**config.mk**
```make
export PLATFORM = sky130hd
export DESIGN_NAME = ife_dispatch_arbiter_flat
export DESIGN_NICKNAME = d
export VERILOG_FILES = /design/src/rtl/ife_dispatch_arbiter_if.sv /design/src/rtl/ife_dispatch_arbiter.sv /design/src/flat_wrapper.sv
export SDC_FILE = /design/constraint.sdc
export NUM_CORES = 1
export LEC_CHECK = 0
export BUFFER_PORTS_ARGS = -buffer_cell sky130_fd_sc_hd__buf_2
export CORE_MARGIN = 5
export CORE_UTILIZATION = 63
export CTS_CLUSTER_DIAMETER = 80
export DETAILED_ROUTE_END_ITERATION = 16
export GPL_TIMING_DRIVEN = 0
export PLACE_DENSITY_LB_ADDON = 0.08
export SLEW_MARGIN = 15
export SYNTH_ARGS = -nofsm -noshare
export SYNTH_HDL_FRONTEND = slang
export SYNTH_SLANG_ARGS = --single-unit
```
**constraint.sdc**
```tcl
create_clock -name clk -period 41.4 [get_ports clk]
set_input_delay 2.07 -clock clk [delete_from_list [all_inputs] [get_ports clk]]
set_output_delay 2.07 -clock clk [all_outputs]
set_load 0.1 [all_outputs]
```
**src/rtl/ife_dispatch_arbiter_if.sv**
```systemverilog
// Bundle of IFE-side handshake, core status/dispatch and commit report signals
// for the block dispatcher. The master side is the IFE plus the core array;
// the slave side is the dispatcher itself.
interface ife_dispatch_arbiter_if #(
  parameter int N_CORES     = 4,
  parameter int BLOCK_WORDS = 4,
  parameter int ID_W        = 8,
  parameter int DEPTH       = 8
);
  logic                         in_valid;
  logic                         in_ready;
  logic [ID_W-1:0]              in_id;
  logic [BLOCK_WORDS*32-1:0]    in_data;
  logic                         in_serial;
  logic [N_CORES-1:0]           core_busy;
  logic [N_CORES-1:0]           core_commit;
  logic [N_CORES-1:0]           disp_valid;
  logic [ID_W-1:0]              disp_id;
  logic [BLOCK_WORDS*32-1:0]    disp_data;
  logic                         disp_serial;
  logic                         commit_valid;
  logic [ID_W-1:0]              commit_id;
  logic [$clog2(N_CORES)-1:0]   commit_core;
  logic                         commit_serial;
  logic [$clog2(DEPTH):0]       fifo_count;
  logic                         err_spurious;

  modport master (
    output in_valid, in_id, in_data, in_serial, core_busy, core_commit,
    input  in_ready, disp_valid, disp_id, disp_data, disp_serial,
           commit_valid, commit_id, commit_core, commit_serial,
           fifo_count, err_spurious
  );

  modport slave (
    input  in_valid, in_id, in_data, in_serial, core_busy, core_commit,
    output in_ready, disp_valid, disp_id, disp_data, disp_serial,
           commit_valid, commit_id, commit_core, commit_serial,
           fifo_count, err_spurious
  );
endinterface

```
**src/rtl/ife_dispatch_arbiter.sv**
```systemverilog
// Block dispatcher between the IFE and N_CORES nebula cores: buffered input
// queue, round-robin dispatch of parallel blocks, barrier-fenced dispatch of
// serial blocks to core 0, and one-per-cycle commit reporting.
//
// state  | meaning
// RUN    | dispatch parallel heads round-robin to free cores
// FENCE  | serial head waiting for every core to drain
// SERIAL | serial block running on core 0, waiting for its commit report
module ife_dispatch_arbiter #(
  parameter int N_CORES     = 4,
  parameter int BLOCK_WORDS = 4,
  parameter int ID_W        = 8,
  parameter int DEPTH       = 8
) (
  input  logic                   clk,
  input  logic                   rst_n,
  ife_dispatch_arbiter_if.slave  bus
);
  localparam int DW = BLOCK_WORDS * 32;
  localparam int EW = ID_W + DW + 1;
  localparam int CW = $clog2(N_CORES);
  localparam int AW = $clog2(DEPTH);

  typedef enum logic [1:0] {RUN, FENCE, SERIAL} state_t;

  state_t            state, state_nxt;
  logic [EW-1:0]     mem [DEPTH];
  logic [AW-1:0]     wr_ptr, rd_ptr;
  logic [AW:0]       count;
  logic              full, empty, push;
  logic [EW-1:0]     head;
  logic [ID_W-1:0]   head_id;
  logic [DW-1:0]     head_data;
  logic              head_ser;
  logic [N_CORES-1:0] outstanding, pend, free, ser_q;
  logic [ID_W-1:0]   id_q [N_CORES];
  logic [CW-1:0]     rr, rr_nxt, disp_core, rep_core;
  logic              disp_go, rep_go;

  assign full           = (count == (AW+1)'(DEPTH));
  assign empty          = (count == '0);
  assign bus.in_ready   = rst_n & ~full;
  assign push           = bus.in_valid & bus.in_ready;
  assign bus.fifo_count = count;
  assign head           = mem[rd_ptr];
  assign head_id        = head[EW-1 -: ID_W];
  assign head_data      = head[DW:1];
  assign head_ser       = head[0];
  // A core holding an unreported commit is not free, so id_q/ser_q stay valid.
  assign free           = ~bus.core_busy & ~outstanding & ~pend;

  // State and round-robin pointer registers.
  always_ff @(posedge clk) begin
    if (!rst_n) begin
      state <= RUN;
      rr    <= '0;
    end else begin
      state <= state_nxt;
      rr    <= rr_nxt;
    end
  end

  // Dispatch decision: round-robin scan in RUN, drain-then-core-0 in FENCE.
  always_comb begin
    state_nxt = state;
    disp_go   = 1'b0;
    disp_core = '0;
    rr_nxt    = rr;
    unique case (state)
      RUN: begin
        if (!empty) begin
          if (head_ser) begin
            state_nxt = FENCE;
          end else begin
            // Downward walk so the smallest offset from rr wins.
            for (int off = N_CORES - 1; off >= 0; off--) begin
              if (free[(int'(rr) + off) % N_CORES]) begin
                disp_go   = 1'b1;
                disp_core = CW'((int'(rr) + off) % N_CORES);
              end
            end
            if (disp_go) rr_nxt = CW'((int'(disp_core) + 1) % N_CORES);
          end
        end
      end
      FENCE: begin
        if (!empty && (&free)) begin
          disp_go   = 1'b1;
          disp_core = '0;
          state_nxt = SERIAL;
        end
      end
      SERIAL: begin
        if (bus.commit_valid && (bus.commit_core == '0)) state_nxt = RUN;
      end
      default: state_nxt = RUN;
    endcase
  end

  // Lowest-index pending commit is the one reported this cycle.
  always_comb begin
    rep_go   = 1'b0;
    rep_core = '0;
    for (int j = N_CORES - 1; j >= 0; j--) begin
      if (pend[j]) begin
        rep_go   = 1'b1;
        rep_core = CW'(j);
      end
    end
  end

  // Queue storage; in_ready is low in reset, so no write happens then.
  always_ff @(posedge clk) begin
    if (push) mem[wr_ptr] <= {bus.in_id, bus.in_data, bus.in_serial};
  end

  // Queue pointers and occupancy; pointers wrap naturally at DEPTH.
  always_ff @(posedge clk) begin
    if (!rst_n) begin
      wr_ptr <= '0;
      rd_ptr <= '0;
      count  <= '0;
    end else begin
      if (push)    wr_ptr <= wr_ptr + 1'b1;
      if (disp_go) rd_ptr <= rd_ptr + 1'b1;
      count <= count + (AW+1)'(push) - (AW+1)'(disp_go);
    end
  end

  // Registered dispatch strobe and payload.
  always_ff @(posedge clk) begin
    if (!rst_n) begin
      bus.disp_valid  <= '0;
      bus.disp_id     <= '0;
      bus.disp_data   <= '0;
      bus.disp_serial <= 1'b0;
    end else begin
      bus.disp_valid <= disp_go ? (N_CORES'(1) << disp_core) : '0;
      if (disp_go) begin
        bus.disp_id     <= head_id;
        bus.disp_data   <= head_data;
        bus.disp_serial <= head_ser;
      end
    end
  end

  // Per-core tracking, commit capture, commit report and spurious flag.
  always_ff @(posedge clk) begin
    if (!rst_n) begin
      outstanding       <= '0;
      pend              <= '0;
      ser_q             <= '0;
      for (int i = 0; i < N_CORES; i++) id_q[i] <= '0;
      bus.commit_valid  <= 1'b0;
      bus.commit_id     <= '0;
      bus.commit_core   <= '0;
      bus.commit_serial <= 1'b0;
      bus.err_spurious  <= 1'b0;
    end else begin
      bus.commit_valid <= rep_go;
      if (rep_go) begin
        bus.commit_id     <= id_q[rep_core];
        bus.commit_core   <= rep_core;
        bus.commit_serial <= ser_q[rep_core];
      end
      for (int i = 0; i < N_CORES; i++) begin
        if (rep_go && (rep_core == CW'(i))) pend[i] <= 1'b0;
        if (bus.core_commit[i]) begin
          if (outstanding[i]) begin
            outstanding[i] <= 1'b0;
            pend[i]        <= 1'b1;
          end else begin
            bus.err_spurious <= 1'b1;
          end
        end
        if (disp_go && (disp_core == CW'(i))) begin
          outstanding[i] <= 1'b1;
          id_q[i]        <= head_id;
          ser_q[i]       <= head_ser;
        end
      end
    end
  end
endmodule

```
**src/flat_wrapper.sv**
```systemverilog
// flat-port wrapper written by rule: the top's interface ports become plain ports
module ife_dispatch_arbiter_flat 
#(
  parameter int N_CORES     = 4,
  parameter int BLOCK_WORDS = 4,
  parameter int ID_W        = 8,
  parameter int DEPTH       = 8
)
  (clk, rst_n, bus_in_valid, bus_in_id, bus_in_data, bus_in_serial, bus_core_busy, bus_core_commit, bus_in_ready, bus_disp_valid, bus_disp_id, bus_disp_data, bus_disp_serial, bus_commit_valid, bus_commit_id, bus_commit_core, bus_commit_serial, bus_fifo_count, bus_err_spurious);
  ife_dispatch_arbiter_if #(.N_CORES(N_CORES), .BLOCK_WORDS(BLOCK_WORDS), .ID_W(ID_W), .DEPTH(DEPTH)) bus_i ();
  input  logic clk;
  input  logic rst_n;
  input wire logic [$bits(bus_i.in_valid)-1:0] bus_in_valid;
  input wire logic [$bits(bus_i.in_id)-1:0] bus_in_id;
  input wire logic [$bits(bus_i.in_data)-1:0] bus_in_data;
  input wire logic [$bits(bus_i.in_serial)-1:0] bus_in_serial;
  input wire logic [$bits(bus_i.core_busy)-1:0] bus_core_busy;
  input wire logic [$bits(bus_i.core_commit)-1:0] bus_core_commit;
  output wire logic [$bits(bus_i.in_ready)-1:0] bus_in_ready;
  output wire logic [$bits(bus_i.disp_valid)-1:0] bus_disp_valid;
  output wire logic [$bits(bus_i.disp_id)-1:0] bus_disp_id;
  output wire logic [$bits(bus_i.disp_data)-1:0] bus_disp_data;
  output wire logic [$bits(bus_i.disp_serial)-1:0] bus_disp_serial;
  output wire logic [$bits(bus_i.commit_valid)-1:0] bus_commit_valid;
  output wire logic [$bits(bus_i.commit_id)-1:0] bus_commit_id;
  output wire logic [$bits(bus_i.commit_core)-1:0] bus_commit_core;
  output wire logic [$bits(bus_i.commit_serial)-1:0] bus_commit_serial;
  output wire logic [$bits(bus_i.fifo_count)-1:0] bus_fifo_count;
  output wire logic [$bits(bus_i.err_spurious)-1:0] bus_err_spurious;
  assign bus_i.in_valid = bus_in_valid;
  assign bus_i.in_id = bus_in_id;
  assign bus_i.in_data = bus_in_data;
  assign bus_i.in_serial = bus_in_serial;
  assign bus_i.core_busy = bus_core_busy;
  assign bus_i.core_commit = bus_core_commit;
  assign bus_in_ready = bus_i.in_ready;
  assign bus_disp_valid = bus_i.disp_valid;
  assign bus_disp_id = bus_i.disp_id;
  assign bus_disp_data = bus_i.disp_data;
  assign bus_disp_serial = bus_i.disp_serial;
  assign bus_commit_valid = bus_i.commit_valid;
  assign bus_commit_id = bus_i.commit_id;
  assign bus_commit_core = bus_i.commit_core;
  assign bus_commit_serial = bus_i.commit_serial;
  assign bus_fifo_count = bus_i.fifo_count;
  assign bus_err_spurious = bus_i.err_spurious;
  ife_dispatch_arbiter #(.N_CORES(N_CORES), .BLOCK_WORDS(BLOCK_WORDS), .ID_W(ID_W), .DEPTH(DEPTH)) u_core (.clk(clk), .rst_n(rst_n), .bus(bus_i));
endmodule
```
==> results of run 1 <==
## stage by stage
step | total power [uW] | cells | worst slack [ps] | utilization, %
floorplan | 2602 | 2383 | 23010 | -
global placement | 2872 | 3728 | 10040 | 67.27
detailed placement | 2883 | 3863 | 34930 | 69.25
CTS | 4067 | 4109 | 35320 | 74.89
global route | 4190 | 4119 | 35250 | 74.92
finish | 4045 | 4129 | 35270 | 74.95
## worst max path at each step
stage / from / slack [ps] / endpoint
detailed placement: rst_n / 34930 / u_core.mem[4][32]
finish: rst_n / 35270 / bus_in_ready
CTS: rst_n / 35320 / bus_in_ready
global route: rst_n / 35250 / bus_in_ready
global placement: rst_n / 10040 / u_core.mem[0][30]
floorplan: rst_n / 23010 / u_core.mem[0][0]
## sequential cells by signal (all words and copies together), names as in the netlist, 2 cells and up, named ones only
signal                  count
u_core.mem               1096
u_core.bus.disp_data      128
u_core.id_q                32
u_core.bus.commit_id        8
u_core.bus.disp_id          8
u_core.bus.disp_valid       4
u_core.bus.fifo_count       4
u_core.outstanding          4
u_core.pend                 4
u_core.ser_q                4
u_core.rd_ptr               3
u_core.wr_ptr               3
u_core.bus.commit_core      2
u_core.rr                   2
u_core.state                2
## cell families (layout without fill, tap and decap cells)
kind of cell	Yosys count	after routing
simple gates	132	132
other cells	0	20
fa+ha+maj	9	9
compound gates	343	343
flops	1311	1311
buf+inv	170	856
mux	414	414
xor+xnor	4	4
## routing by layer
| layer | global-route usage (%) | wire length, um |
|---|---|---|
| met1 | 39.07 | 45040 |
| met2 | 45.88 | 58890 |
| met3 | 6.314 | 9729 |
| met4 | 7.776 | 2587 |
| met5 | 0 | 131 |
## placed cells by master, fill, tap and decap left out, types with 23 or more instances in the layout
master        n
buf_6        34
mux4_2      274
nor3_1       27
nor2_1       43
edfxtp_1   1128
o211a_1     129
clkinv_2     25
nand2_1      23
o21ai_1      26
clkbuf_1    117
buf_2       360
mux2i_1     138
o21ai_0     125
buf_4        74
clkbuf_16   139
dfxtp_1     183
## report_power, final
group,internal [uW],switching (uW),leakage [uW]
registers,1540,59.1,0.0117
clock network,705,484,0.00215
logic,363,892,0.00669
total,2610,1440,0.0206
## final cells by class
class	instances	area share, %
tap	1040	2.241
sequential	1311	64.65
clock inverter	60	1.129
buffer	151	1.392
clock buffer	186	6.398
timing repair buffer	440	5.167
multi-input combinational	902	18.81
antenna	20	0.08620
inverter	19	0.1271
## worst reg2reg max path, stage by stage, from the launching register on
cell,delay (ps)
dfxtp_1,310
inv_1,110
ha_1,160
nor3b_1,630
nor2_1,120
and3_1,230
buf_6,170
buf_6,190
nor2_4,230
inv_4,80
buf_6,160
buf_4,190
ha_1,280
inv_1,60
ha_1,150
inv_1,60
fa_1,400
xor2_1,210
nor2_1,60
==> impl_results.md, run 1 <==
* Reg-to-reg endpoint: u_core.bus.fifo_count[2]
* Vias in the first global route at 26790
* Post-Synth Adder-Cell Area at 0.2437%
* Maximum VDD drop at 0.07668 mV
* Synth Register Bits at 1311
* Post-synthesis mux area share at 15.39%
* WL/cell at 28.19 um
* CP max FO at 9
* Cell variety after synth at 57
* 1st-iter DRT viols at 2691
* Rows at 102
* Setup TNS at 0 ps
* Post-synth ARST share at 0%
* Leakage at 0.02056 uW
* Synth Instances at 2383
* Fin. max-slew vios at 0
* Post-place instance area at 53640 um2
* Top delay family on crit path: buffers and inverters
* Layout cells sized above 1 at 32.42%
* Routed vias at 26090
* Post-route DRC violation count at 0
* Clock Sinks at 1311
* Buf/Inv on CP at 3
* Vias per cell at 6.320
* Crit path kind: primary input to output port
* Die H at 289.7 um
* Post-CTS Hold Fix Bufs at 0
* Synth Area in Compound Gates at 5.039%
* Post-route clock period utilization at 14.80%
* FMAX at 163.2 MHz
* Worst-Margin Slew at 1216 ps
* CTS Buffer Depth at 3
* Fill count at 4469
* Critical Path RT at 39330 ps
* Final setup vio count at 0
* Synth area leaders: edfxtp_1, mux4_2, dfxtp_1
* R2R cell count at 18
* Top_reg_cell synth: edfxtp_1
* Status: complete, no violations
* Resized cells post-CTS at 0
* CP Launch Type: primary input
* Worst-Skew Late Latency at 710 ps
* Seq/Total Area, Yosys at 76.16%
* RSZ-0062 raised after global routing: no
* Initial core utilization at 63.62%
* WHS Endpoint: u_core.ser_q[2]
* Largest net degree at the start of global routing at 22
* Worst Hold Depth at 2
* Tmin final at 6128 ps
* Area of the multi-input gates at 10920 um2
* Number of synthesized flops with an enable pin at 1128
* Slew headroom at 18.91%
* Hold violation count in the final report at 0
* Xor/xnor cell area share of the yosys netlist at 0.07109%
* Setup crit end kind: output port
* Die width at 289.7 um
* Antenna-violating nets left at 0
* Clk slew on worst S/H paths at 60 ps
* Cell with the most instances after synthesis: edfxtp_1
* Worst hold slack at 458.9 ps
* Simple-gate share of the synthesized area at 1.302%
* Io pins at 307
* Post-Syn Nets at 2540
* CTS root buf: clkbuf_16
* R2R Setup Slk at 37460 ps
* Core footprint at 77470 um2
* Path type of the worst min-delay path: flop to flop
* Leading area contributor after synthesis: edfxtp_1
* Syn-to-layout area delta at 17.81%
* Yosys top cell area share at 68.73%
* First-pass GRT wire length at 172100 um
* Max cap viols at 0
* CP peak stage delay at 680 ps
* Worst Clk Skew at 21.81 ps
* Reg area at 37540 um2
* Post-synth top cells: edfxtp_1, mux4_2, dfxtp_1
* CTS tree: yes
* Final #Nets at 3115
* Synth Cell Area at 49280 um2
* PortBufs at 305
* Critical path, cell by cell: clkbuf_1 > clkinv_1 > a21oi_1 > buf_2
* Largest family of logic cells by synthesized area: multiplexers
* Num CTS Buffers at 133
* Placer congestion estimate at 0.8444
* Initial antenna violation count at 32
* PD cells at 69.67 nW/um2
* GRT Util Overall at 28.02%
* Hpwl dp at 77960 um
* Worst r2r src: u_core.bus.fifo_count[2]
* Syn Area/Cell at 20.68 um2
* Final wirelength at 116400 um
* DRT Pass-1 Iters at 6
* Synth Warn # at 0
* Post-CTS setup buffer count at 0
* H-tree lvl count at 4
* Fin area at 58060 um2
* HP Start: u_core.ser_q[2]
* Grt total ovfl at 0
* Worst path slowest cell: clkbuf_1
* Worst path depth at 4
* DIE AREA at 83920 um2
* WP data arrival at 4060 ps
No activity file was read; power rests on OpenSTA's default activity.
==> run 2, diff against run 1 <==
--- a/config.mk
+++ b/config.mk
@@ -5,9 +5,10 @@
 export SDC_FILE = /design/constraint.sdc
 export NUM_CORES = 1
 export LEC_CHECK = 0
+export ABC_AREA = 1
 export BUFFER_PORTS_ARGS = -buffer_cell sky130_fd_sc_hd__buf_2
 export CORE_MARGIN = 5
-export CORE_UTILIZATION = 63
+export CORE_UTILIZATION = 54
 export CTS_CLUSTER_DIAMETER = 80
 export DETAILED_ROUTE_END_ITERATION = 16
 export GPL_TIMING_DRIVEN = 0
==> constraint.sdc (replaced) <==
create_clock -name clk -period 4.9 [get_ports clk]
set_input_delay 0.245 -clock clk [delete_from_list [all_inputs] [get_ports clk]]
set_output_delay 0.245 -clock clk [all_outputs]
set_load 0.1 [all_outputs]
==> run 2 against run 1 <==
Flip-flop and latch count stayed put. Final area up 4.0%. Sequential share of layout area decreased by 2.5 points. Die area rose by 18%. Non-clock buffer count rose by 179. Count of clock-buffer cells in the layout up 2. Combinational power increased to 9.9 times the previous value. Critical path depth grew 11. Clock power grew to 8.5 times the previous value. Sequential power grew to 8.5 times the previous value. Critical path type is now flop to flop. Largest cell class unchanged.
==> impl_results.md, run 2 <==
* Fill count at 7013
* Resized cells post-CTS at 0
* Top flop regs: u_core.mem x1096, u_core.bus.disp_data x128, u_core.id_q x32
* PortBufs at 305
* Core footprint at 91940 um2
* Slew headroom at 15.77%
* Area of the multi-input gates at 11260 um2
* Vias in the first global route at 33280
* Worst Clk Skew at 29.52 ps
* Critical Path RT at 5480 ps
* Slack of the critical path at 1679 ps
* Syn-to-layout area delta at 20.53%
* GRT Util Overall at 29.26%
* CP Launch Type: flop
* Maximum VDD drop at 0.5570 mV
* Pre-CTS setup slack at 1504 ps
* Io pins at 307
* Vias per cell at 5.722
* DIE AREA at 98990 um2
* Top_reg_cell synth: edfxtp_1
* Final wirelength at 145800 um
* CP max FO at 10
* Worst-Margin Slew at 1263 ps
* Worst path slowest cell: fa_1
* Seq/Total Area, Yosys at 74.91%
* Worst-Skew Late Latency at 740 ps
* Post-route clock period utilization at 65.73%
* Leakage at 0.02197 uW
* Commonest non-fill, non-tap cell in the layout: edfxtp_1
* Clk slew on worst S/H paths at 50 ps
* Initial core utilization at 54.50%
* Die H at 314.6 um
* Initial antenna violation count at 11
* Grt total ovfl at 0
* R2R Setup Slk at 1680 ps
* FMAX at 310.5 MHz
* Hpwl dp at 92970 um
* Synth Cell Area at 50110 um2
* Final #Nets at 4870
* Tmin final at 3221 ps
* CTS Buffer Depth at 3
* Syn Area/Cell at 12.31 um2
* Critical path, cell by cell: clkbuf_1 > inv_2 > nand3_1 > nand2_1 > nand3_2 > nand2_2 > buf_6 > buf_2 > ha_1 > inv_1 > ha_1 > inv_1 > fa_1 > xor2_1 > nor2_1
* Commonest non-fill, non-tap cells in the layout: edfxtp_1, nand2_1, nand3_1, buf_2, clkbuf_1
* Die width at 314.6 um
* CTS tree: yes
* Leading area contributor after synthesis: edfxtp_1
* WL/cell at 24.00 um
* CTS root buf: clkbuf_16
* Placer congestion estimate at 0.7920
* Max cap viols at 0
* Number of synthesized flops with an enable pin at 1128
* WP data arrival at 3800 ps
* Synth Warn # at 0
* Synth area leaders: edfxtp_1, nand2_1, nand3_1
* Largest Register: u_core.mem
* Yosys top cell area share at 67.60%
* Final setup vio count at 0
* Post-place instance area at 54590 um2
* RSZ-0062 raised after global routing: no
* Status: complete, no violations
* Reg area at 37540 um2
* Path type of the worst min-delay path: primary input to flop
* Post-Syn Nets at 4227
* H-tree lvl count at 4
* Largest net degree at the start of global routing at 24
* Post-synth top cells: edfxtp_1, nand2_1, nand3_1
* Post-synth ARST share at 0%
* Fin. max-slew vios at 0
* Rows at 111
* Cell with the most instances after synthesis: edfxtp_1
* Synth Register Bits at 1311
* Worst hold slack at 37.93 ps
* Layout cells sized above 1 at 14.53%
* PD cells at 595.9 nW/um2
* CP peak stage delay at 410 ps
* 1st-iter DRT viols at 4305
* First-pass GRT wire length at 214900 um
* Fin area at 60400 um2
* Crit path kind: flop to flop
* Post-route DRC violation count at 0
* Total design power at 35990 uW
* Clock Sinks at 1311
* Routed vias at 34760
* Setup crit end kind: flop
* Num CTS Buffers at 136
* Cell variety after synth at 37
* Antenna-violating nets left at 0
* Largest register FFs at 1096
* DRT Pass-1 Iters at 5
* Hold violation count in the final report at 0
* Synth Instances at 4070
-- run 2: stage by stage --
| stage | instances | utilization, % | setup TNS (ps) |
|---|---|---|---|
| finish | 6075 | 65.69 | 0 |
| global route | 6069 | 65.68 | 0 |
| CTS | 6068 | 65.67 | 0 |
| detailed placement | 5676 | 59.37 | 0 |
| global placement | 5618 | 57.94 | -1425280 |
| floorplan | 4070 | - | 0 |
-- run 2: timing repair --
action	4_1_cts	5_1_grt
hold buffers	142	0
endpoints found under the hold margin	1107	0
setup buffers	0	0
-- run 2: power breakdown --
group,leakage (uW),switching [uW],internal [uW]
logic,0.00809,9830,2520
registers,0.0117,532,13000
clock network,0.00215,4210,5850
total,0.0220,14600,21400
-- run 2: worst max-delay path: cells and delay by family, from the launching register on --
kind / cells / cell delay, ps
xor+xnor: 1 / 140
fa+ha+maj: 3 / 840
buf+inv: 6 / 1170
flops: 1 / 290
simple gates: 5 / 640
-- run 2: metal layers --
metal	global-route usage (%)	share of wire [%]
met5	0	0.023
met4	8.907	3.0
met3	6.227	9.6
met2	46.34	47
met1	41.38	41
-- run 2: logic make-up (layout without fill, tap and decap cells) --
family,Yosys count,in the layout,synth area share (%)
AOI/OAI and AO/OA,393,393,4.652
xor gates and xnor gates,2,2,0.04995
adders and majority gates,9,9,0.2397
buffers and inverters,318,1073,2.774
DFF,1311,1311,74.91
other,0,7,0
and+or+nand+nor,2037,2037,17.38
-- run 2: path summary, 6_finish.rpt --
kind                          from                        to  cells after the start
setup / recovery              flop  u_core.bus.fifo_count[2]                     15
hold / removal    bus_core_busy[2]           u_core.state[1]                      6
setup reg to reg              flop  u_core.bus.fifo_count[2]                     15
hold reg to reg    u_core.ser_q[2]           u_core.ser_q[2]                      2
-- run 2: area by class of cell --
cell class | count | area share, %
multi-input combinational | 2441 | 18.64
sequential | 1311 | 62.15
inverter | 53 | 0.3294
timing repair buffer | 505 | 7.052
buffer | 265 | 1.983
antenna | 7 | 0.02900
clock inverter | 62 | 0.8183
clock buffer | 188 | 6.418
tap | 1243 | 2.575
